## config.mk

```make
export PLATFORM = sky130hd
export DESIGN_NAME = univ_shift_reg
export DESIGN_NICKNAME = d
export VERILOG_FILES = /design/src/rtl/univ_shift_reg_pkg.sv /design/src/rtl/usr_frame_counter.sv /design/src/rtl/univ_shift_reg.sv
export SDC_FILE = /design/constraint.sdc
export NUM_CORES = 1
export LEC_CHECK = 0
export CORE_MARGIN = 3
export CORE_UTILIZATION = 44
export CTS_CLUSTER_SIZE = 28
export DETAILED_ROUTE_END_ITERATION = 10
export GPL_TIMING_DRIVEN = 0
export PLACE_DENSITY = 0.88
export SYNTH_ARGS = -nofsm -noshare
export SYNTH_HDL_FRONTEND = slang
export SYNTH_SLANG_ARGS = --single-unit
```

## constraint.sdc

```tcl
create_clock -name clk -period 1.7 [get_ports clk]
set_input_delay 0.425 -clock clk [delete_from_list [all_inputs] [get_ports clk]]
set_output_delay 0.425 -clock clk [all_outputs]
set_load 0.02 [all_outputs]
```

## src/rtl/univ_shift_reg_pkg.sv

```systemverilog
`default_nettype none
// ============================================================================
// Module   : univ_shift_reg_pkg
// Purpose  : Shared mode encoding for the universal shift register.
// Revision : 1.0 - initial release
// ============================================================================
package univ_shift_reg_pkg;

    typedef enum logic [2:0] {
        MODE_HOLD = 3'd0,
        MODE_SHL  = 3'd1,
        MODE_SHR  = 3'd2,
        MODE_LOAD = 3'd3,
        MODE_ROTL = 3'd4,
        MODE_ROTR = 3'd5,
        MODE_RSV6 = 3'd6,
        MODE_RSV7 = 3'd7
    } mode_e;

endpackage : univ_shift_reg_pkg
`default_nettype wire

```

## src/rtl/usr_frame_counter.sv

```systemverilog
`default_nettype none
// ============================================================================
// Module   : usr_frame_counter
// Purpose  : Counts shift steps modulo TERMINAL and pulses frame_done on wrap.
// Revision : 1.0 - initial release
// ============================================================================
module usr_frame_counter #(
    parameter int TERMINAL = 8,
    localparam int CNT_W   = $clog2(TERMINAL) + 1
) (
    input  logic             clk,
    input  logic             reset,
    input  logic             clear,
    input  logic             step,
    output logic [CNT_W-1:0] count,
    output logic             frame_done
);

    localparam logic [CNT_W-1:0] c_last_cnt = CNT_W'(TERMINAL - 1);

    logic [CNT_W-1:0] r_count;
    logic             r_frame_done;

    // A clearing LOAD outranks any step, so a load never produces a pulse.
    always_ff @(posedge clk or posedge reset) begin
        if (reset) begin
            r_count      <= '0;
            r_frame_done <= 1'b0;
        end else begin
            r_frame_done <= 1'b0;
            if (clear) begin
                r_count <= '0;
            end else if (step) begin
                if (r_count == c_last_cnt) begin
                    r_count      <= '0;
                    r_frame_done <= 1'b1;
                end else begin
                    r_count <= r_count + CNT_W'(1);
                end
            end
        end
    end

    assign count      = r_count;
    assign frame_done = r_frame_done;

endmodule : usr_frame_counter
`default_nettype wire

```

## src/rtl/univ_shift_reg.sv

```systemverilog
`default_nettype none
// ============================================================================
// Module   : univ_shift_reg
// Purpose  : Universal shift register (hold/shift/load/rotate) with frame
//            counter. Rotate modes enabled by macro UNIV_SHIFT_REG_ROTATE_EN.
// Revision : 1.0 - initial release
// ============================================================================
module univ_shift_reg
    import univ_shift_reg_pkg::*;
#(
    parameter int WIDTH = 8,
    parameter int LANES = 1,
    localparam int CNT_W = $clog2(WIDTH / LANES) + 1
) (
    input  logic             clk,
    input  logic             reset,
    input  logic [2:0]       mode,
    input  logic [WIDTH-1:0] pin,
    input  logic [LANES-1:0] sin_l,
    input  logic [LANES-1:0] sin_r,
    output logic [WIDTH-1:0] q,
    output logic [LANES-1:0] sout_l,
    output logic [LANES-1:0] sout_r,
    output logic [CNT_W-1:0] shift_cnt,
    output logic             frame_done
);

    mode_e            w_mode;
    logic [WIDTH-1:0] w_q_next;
    logic             w_step;
    logic             w_clear;
    logic [WIDTH-1:0] r_q;

    assign w_mode = mode_e'(mode);

    // Reserved codes (and rotates when compiled out) fall to the hold default.
    always_comb begin
        w_q_next = r_q;
        w_step   = 1'b0;
        w_clear  = 1'b0;
        case (w_mode)
            MODE_SHL: begin
                w_q_next = {r_q[WIDTH-LANES-1:0], sin_l};
                w_step   = 1'b1;
            end
            MODE_SHR: begin
                w_q_next = {sin_r, r_q[WIDTH-1:LANES]};
                w_step   = 1'b1;
            end
            MODE_LOAD: begin
                w_q_next = pin;
                w_clear  = 1'b1;
            end
`ifdef UNIV_SHIFT_REG_ROTATE_EN
            MODE_ROTL: begin
                w_q_next = {r_q[WIDTH-LANES-1:0], r_q[WIDTH-1 -: LANES]};
                w_step   = 1'b1;
            end
            MODE_ROTR: begin
                w_q_next = {r_q[LANES-1:0], r_q[WIDTH-1:LANES]};
                w_step   = 1'b1;
            end
`endif
            default: begin
                w_q_next = r_q;
            end
        endcase
    end

    always_ff @(posedge clk or posedge reset) begin
        if (reset) begin
            r_q <= '0;
        end else begin
            r_q <= w_q_next;
        end
    end

    usr_frame_counter #(
        .TERMINAL (WIDTH / LANES)
    ) u_frame_counter (
        .clk        (clk),
        .reset      (reset),
        .clear      (w_clear),
        .step       (w_step),
        .count      (shift_cnt),
        .frame_done (frame_done)
    );

    assign q      = r_q;
    assign sout_l = r_q[WIDTH-1 -: LANES];
    assign sout_r = r_q[LANES-1:0];

endmodule : univ_shift_reg
`default_nettype wire

```

Word level (Yosys, flattened, before mapping)
Cells that the tools add are included.
Word-level totals
  input bits: 15
  logic and storage cells: 20
  flip-flop bits (word level): 13
Cells by class
  reductions and logical operators: 3
  mux-type cells: 9
  $add $sub $neg: 1
  eq/ne operators: 4
Operators with widths (number)
  $pmux W8 S3: 1
  $mux W4: 3
  $eq A3 B2 Y1 const B: 2
  $mux W1: 5
  $add A4 B1 Y4 const B: 1
  $eq A4 B3 Y1 const B: 1
  $eq A3 B1 Y1 const B: 1
  $reduce_bool A3 Y1: 1
  $reduce_bool A2 Y1: 1
  $reduce_or A2 Y1: 1

Logic depth before layout (Yosys ltp)
  depth after elaboration: 5
  depth in mapped cells: 5
  depth with buffers taken out: 4

Modules after synthesis
A second synthesis with hierarchy kept.
Unflattened totals
  cells, all modules: 76
  area, all modules: 819.5 µm²
Modules (own cells, without submodules)
  univ_shift_reg: area an instance 561.8 µm², sequential area each 200.2 µm², cells an instance 54, instances 1
  usr_frame_counter: area an instance 257.7 µm², sequential area each 125.1 µm², cells an instance 22, instances 1

Least setup slack after synthesis
Ideal clock, no wire load.
  kind: reg2reg
  start: register u_frame_counter.r_count[1], in the netlist u_frame_counter.count[1]
  end: register u_frame_counter.r_count[2], in the netlist u_frame_counter.count[2]
  path slack: 0.215 ns
  data arrival time: 1.364 ns
  path buffers: 0
  cell stages (with the launch flop): 5
  cell sequence: dfrtp_1 > ha_1 > nand2_1 > maj3_2 > o22a_1
On the way
  longest elaborated chain between the ends: 4
Ends and longest elaborated chain
  from (decl): RTL line usr_frame_counter.sv:21  | logic [CNT_W-1:0] r_count;
  from (signal assigned): RTL line usr_frame_counter.sv:38  | r_count <= r_count + CNT_W'(1);
  $add A4 B1 Y4 / $eq A4 B3 Y1 (equally long branches): RTL line usr_frame_counter.sv:38, usr_frame_counter.sv:34
  $mux W4 (*): RTL line usr_frame_counter.sv:34  | if (r_count == c_last_cnt) begin
  $mux W4 (*): RTL line usr_frame_counter.sv:33  | end else if (step) begin
  $mux W4 (*): RTL line usr_frame_counter.sv:31  | if (clear) begin
Every way passes the cells marked *; elsewhere a longest branch is shown, timed or not. The select of a mux whose other input is x is not followed.
A chain may end at the register's enable or synchronous reset.

Worst setup path in the final report
  start: register u_frame_counter.r_frame_done, in the netlist u_frame_counter.frame_done
  end: output frame_done
RTL lines
  from (decl): RTL line usr_frame_counter.sv:22  | logic r_frame_done;
  from (signal assigned): RTL line usr_frame_counter.sv:28  | r_frame_done <= 1'b0;
  from (signal assigned): RTL line usr_frame_counter.sv:30  | r_frame_done <= 1'b0;
  from (signal assigned): RTL line usr_frame_counter.sv:36  | r_frame_done <= 1'b1;
  to (decl): RTL line univ_shift_reg.sv:25  | output logic frame_done
No word-level cell between the ends.

==> results.sh <==
export IMPL_top_level_ports=30
export IMPL_synth_top_area_frac=0.381
export IMPL_vias=784
export IMPL_clk_latency_ns=0.28
export IMPL_cts_num_sinks=13
export IMPL_clockRootBuffer="clkbuf_4"
export IMPL_numPlacedInstances=135
export IMPL_hpwlAfterDp_um=1580
export IMPL_async_reset_ff_frac=1.00
export IMPL_tns_ns=0
export IMPL_setup_viol=0
export IMPL_grt_max_degree=14
export IMPL_gp_congestion=0.798
export IMPL_initial_core_util=0.479
export IMPL_place_area_um2=1160
export IMPL_detail_route_antenna_nets=0
export IMPL_core_rowCount=15
export IMPL_drc=0
export IMPL_stdcell_area_um2=1160
export IMPL_drv_cap=0
export IMPL_layoutNonFillerInstCount=139
export IMPL_yosysWarningCount=0
export IMPL_die_area_um2=2510
export IMPL_dp_slack_ns=-0.131
export IMPL_worstSetupPathType="register to output pin"
export IMPL_critPathTopFamily="buffers and inverters"
export IMPL_crit_slowest_cell="clkdlybuf4s50_1"
export IMPL_synth_net_count=99
export IMPL_die_x_um=50.1
export IMPL_critPathCaptureType="output pin"
export IMPL_numCtsBuffers=3
export IMPL_ys_dominant_reg_cell="dfrtp_1"
export IMPL_synth_area_leader_cell="dfrtp_1"
export IMPL_post_drt_wl_per_cell_um=15.1
export IMPL_rsz0062_at_grt="false"
export IMPL_cp_data_required_time_ns=1.27
export IMPL_crit_arrival_ns=1.19
export IMPL_start_kind="register"
export IMPL_path_cells="clkdlybuf4s50_1"
export IMPL_postCtsHoldBufs=0
export IMPL_cts_setup_buffers=0
export IMPL_grt_pass1_vias=815
export IMPL_outcome="finished, final reports clean"
export IMPL_postSynthAreaPerCell_um2=10.3
export IMPL_min_path_type="input port to async pin"
export IMPL_die_h_um=50.1
export IMPL_path_buf_inv=1
export IMPL_final_hold_viol_count=0
export IMPL_grt_antenna_before_repair=0
export IMPL_ir_worst_vdd_mv=0.558
export IMPL_slew_violations=0
export IMPL_synth_area_leaders="dfrtp_1, a22oi_1, mux2_4"
export IMPL_synth_xor_area_frac=0
export IMPL_drive_gt1_frac=0.149
export IMPL_drtIter0Drc=25
export IMPL_ys_seq_elements=13
export IMPL_cts_tree="built"
export IMPL_synth_top_family_by_area="compound AO/OA/AOI/OAI gates"
export IMPL_worstPathMaxFanout=1
export IMPL_areaGrowthSynthToFinish_pct=36.3
export IMPL_dr_pass1_iters=4
export IMPL_post_cts_resized=14
export IMPL_clock_path_buffers=2
export IMPL_cts_htree_levels=1
export IMPL_n_antenna_cell=0
export IMPL_synthMuxAreaShare=0.123
export IMPL_synthAdderAreaFrac=0.0278
export IMPL_timing_final_crit_share=0.952
export IMPL_routed_wl_um=2100
export IMPL_synth_compound_area_frac=0.268
export IMPL_setup_ws_ns=0.0809
export IMPL_track_usage=0.185
export IMPL_seq_area_frac_synth=0.381
export IMPL_leakagePower_nw=0.537
export IMPL_p_per_area_nw_per_um2=928
export IMPL_grt_pass1_wl_um=3530
export IMPL_fin_worst_skew_ns=0.00673
export IMPL_vias_per_cell=5.64
export IMPL_globalRoute_totalOverflow=0
export IMPL_fill_cells=158
export IMPL_syn_area_um2=855
export IMPL_clk_pin_slew_worst_paths_ns=0.09
export IMPL_synth_simple_area_share=0.123
export IMPL_max_slew_margin_rel=0.656
export IMPL_cpPeakStageDelay_ns=0.60
export IMPL_synth_enable_flop_cells=0
export IMPL_period_needed_ns=1.62
export IMPL_yosys_cell_types_count=31
export IMPL_worstMarginPinSlew_ns=0.515
export IMPL_max_freq_mhz=618
export IMPL_postSynthCellCount=83
export IMPL_coreArea_um2=1780
export IMPL_nets=131
export IMPL_portBuffers=27
cells by family after synthesis:
| logic type | Yosys count |
|---|---|
| buf+inv | 11 |
| fa+ha+maj | 2 |
| flops | 13 |
| simple gates | 19 |
| mux | 8 |
| compound gates | 30 |
power by group:
group	internal, mW	switching (mW)
sequential	0.372	0.0765
combinational	0.208	0.227
clock	0.0910	0.107
cell type report:
type                            instances  area, µm²  area share
Multi-Input combinational cell         59        463       0.397
Buffer                                  7       51.3      0.0440
Timing Repair Buffer                   27        253       0.217
Inverter                                4       15.0      0.0129
Clock buffer                            4       26.3      0.0226
Sequential cell                        13        325       0.279
Tap cell                               25       31.3      0.0269
cell usage after synthesis, types with 2 or more instances:
cell type / n
nor2b_1: 3
a21oi_1: 2
nand2b_1: 2
buf_4: 2
nand2_1: 7
dfrtp_1: 13
o21ai_1: 8
mux2_1: 4
buf_6: 2
inv_1: 4
a22oi_1: 12
mux2_4: 4
nor2_1: 2
sequential cells by signal (all words and copies together), names as in the netlist:
name and count:
u_frame_counter.count 4, q 8, u_frame_counter.frame_done 1
per-layer routing:
metal,GRT usage,part of all wire,vias up,wire [µm]
met5,0,0,-,0
met4,0.124,0.033,0,70
met3,0.0363,0.066,8,139
met2,0.311,0.49,37,1030
met1,0.208,0.41,371,866
li1,-,-,368,-
cells in the final DEF (no fill, tap or decap), types with 2 or more instances in the layout:
cell type / synthesis / final
a21oi_1: 2 / 2
a22oi_1: 12 / 12
buf_4: 2 / 2
buf_6: 2 / 2
clkbuf_4: 0 / 3
clkdlybuf4s50_1: 0 / 13
dfrtp_1: 13 / 13
dlygate4sd2_1: 0 / 14
inv_1: 4 / 4
mux2_1: 4 / 4
mux2_4: 4 / 4
nand2_1: 7 / 7
nand2b_1: 2 / 2
nor2_1: 2 / 2
nor2b_1: 3 / 3
o21ai_1: 8 / 8
final timing paths:
path	startpoint	end	slack, ns	cells past startpoint
worst min-delay path	reset	q[5]$_DFFE_PP0P_	0.47	2
max in group asynchronous	reset	u_frame_counter.count[2]$_DFFE_PP0P_	0.88	2
worst max-delay path	u_frame_counter.frame_done$_DFF_PP0_	frame_done	0.08	1
min in group clk	u_frame_counter.count[3]$_DFFE_PP0P_	u_frame_counter.frame_done$_DFF_PP0_	0.52	1
worst min register to register	u_frame_counter.count[3]$_DFFE_PP0P_	u_frame_counter.frame_done$_DFF_PP0_	0.52	1
worst max register to register	u_frame_counter.count[0]$_DFFE_PP0P_	u_frame_counter.count[2]$_DFFE_PP0P_	0.21	4
per-stage QoR:
stage / hold WS, ns / util / total power [mW]
2_1_floorplan: 0.302 / - / 0.721
3_3_place_gp: 0.495 / 0.648 / 0.927
3_5_place_dp: 0.508 / 0.648 / 0.944
4_1_cts: 0.491 / 0.653 / 1.09
5_1_grt: 0.535 / 0.653 / 1.14
6_report: 0.466 / 0.653 / 1.08
Power figures use the tool's default switching activity.
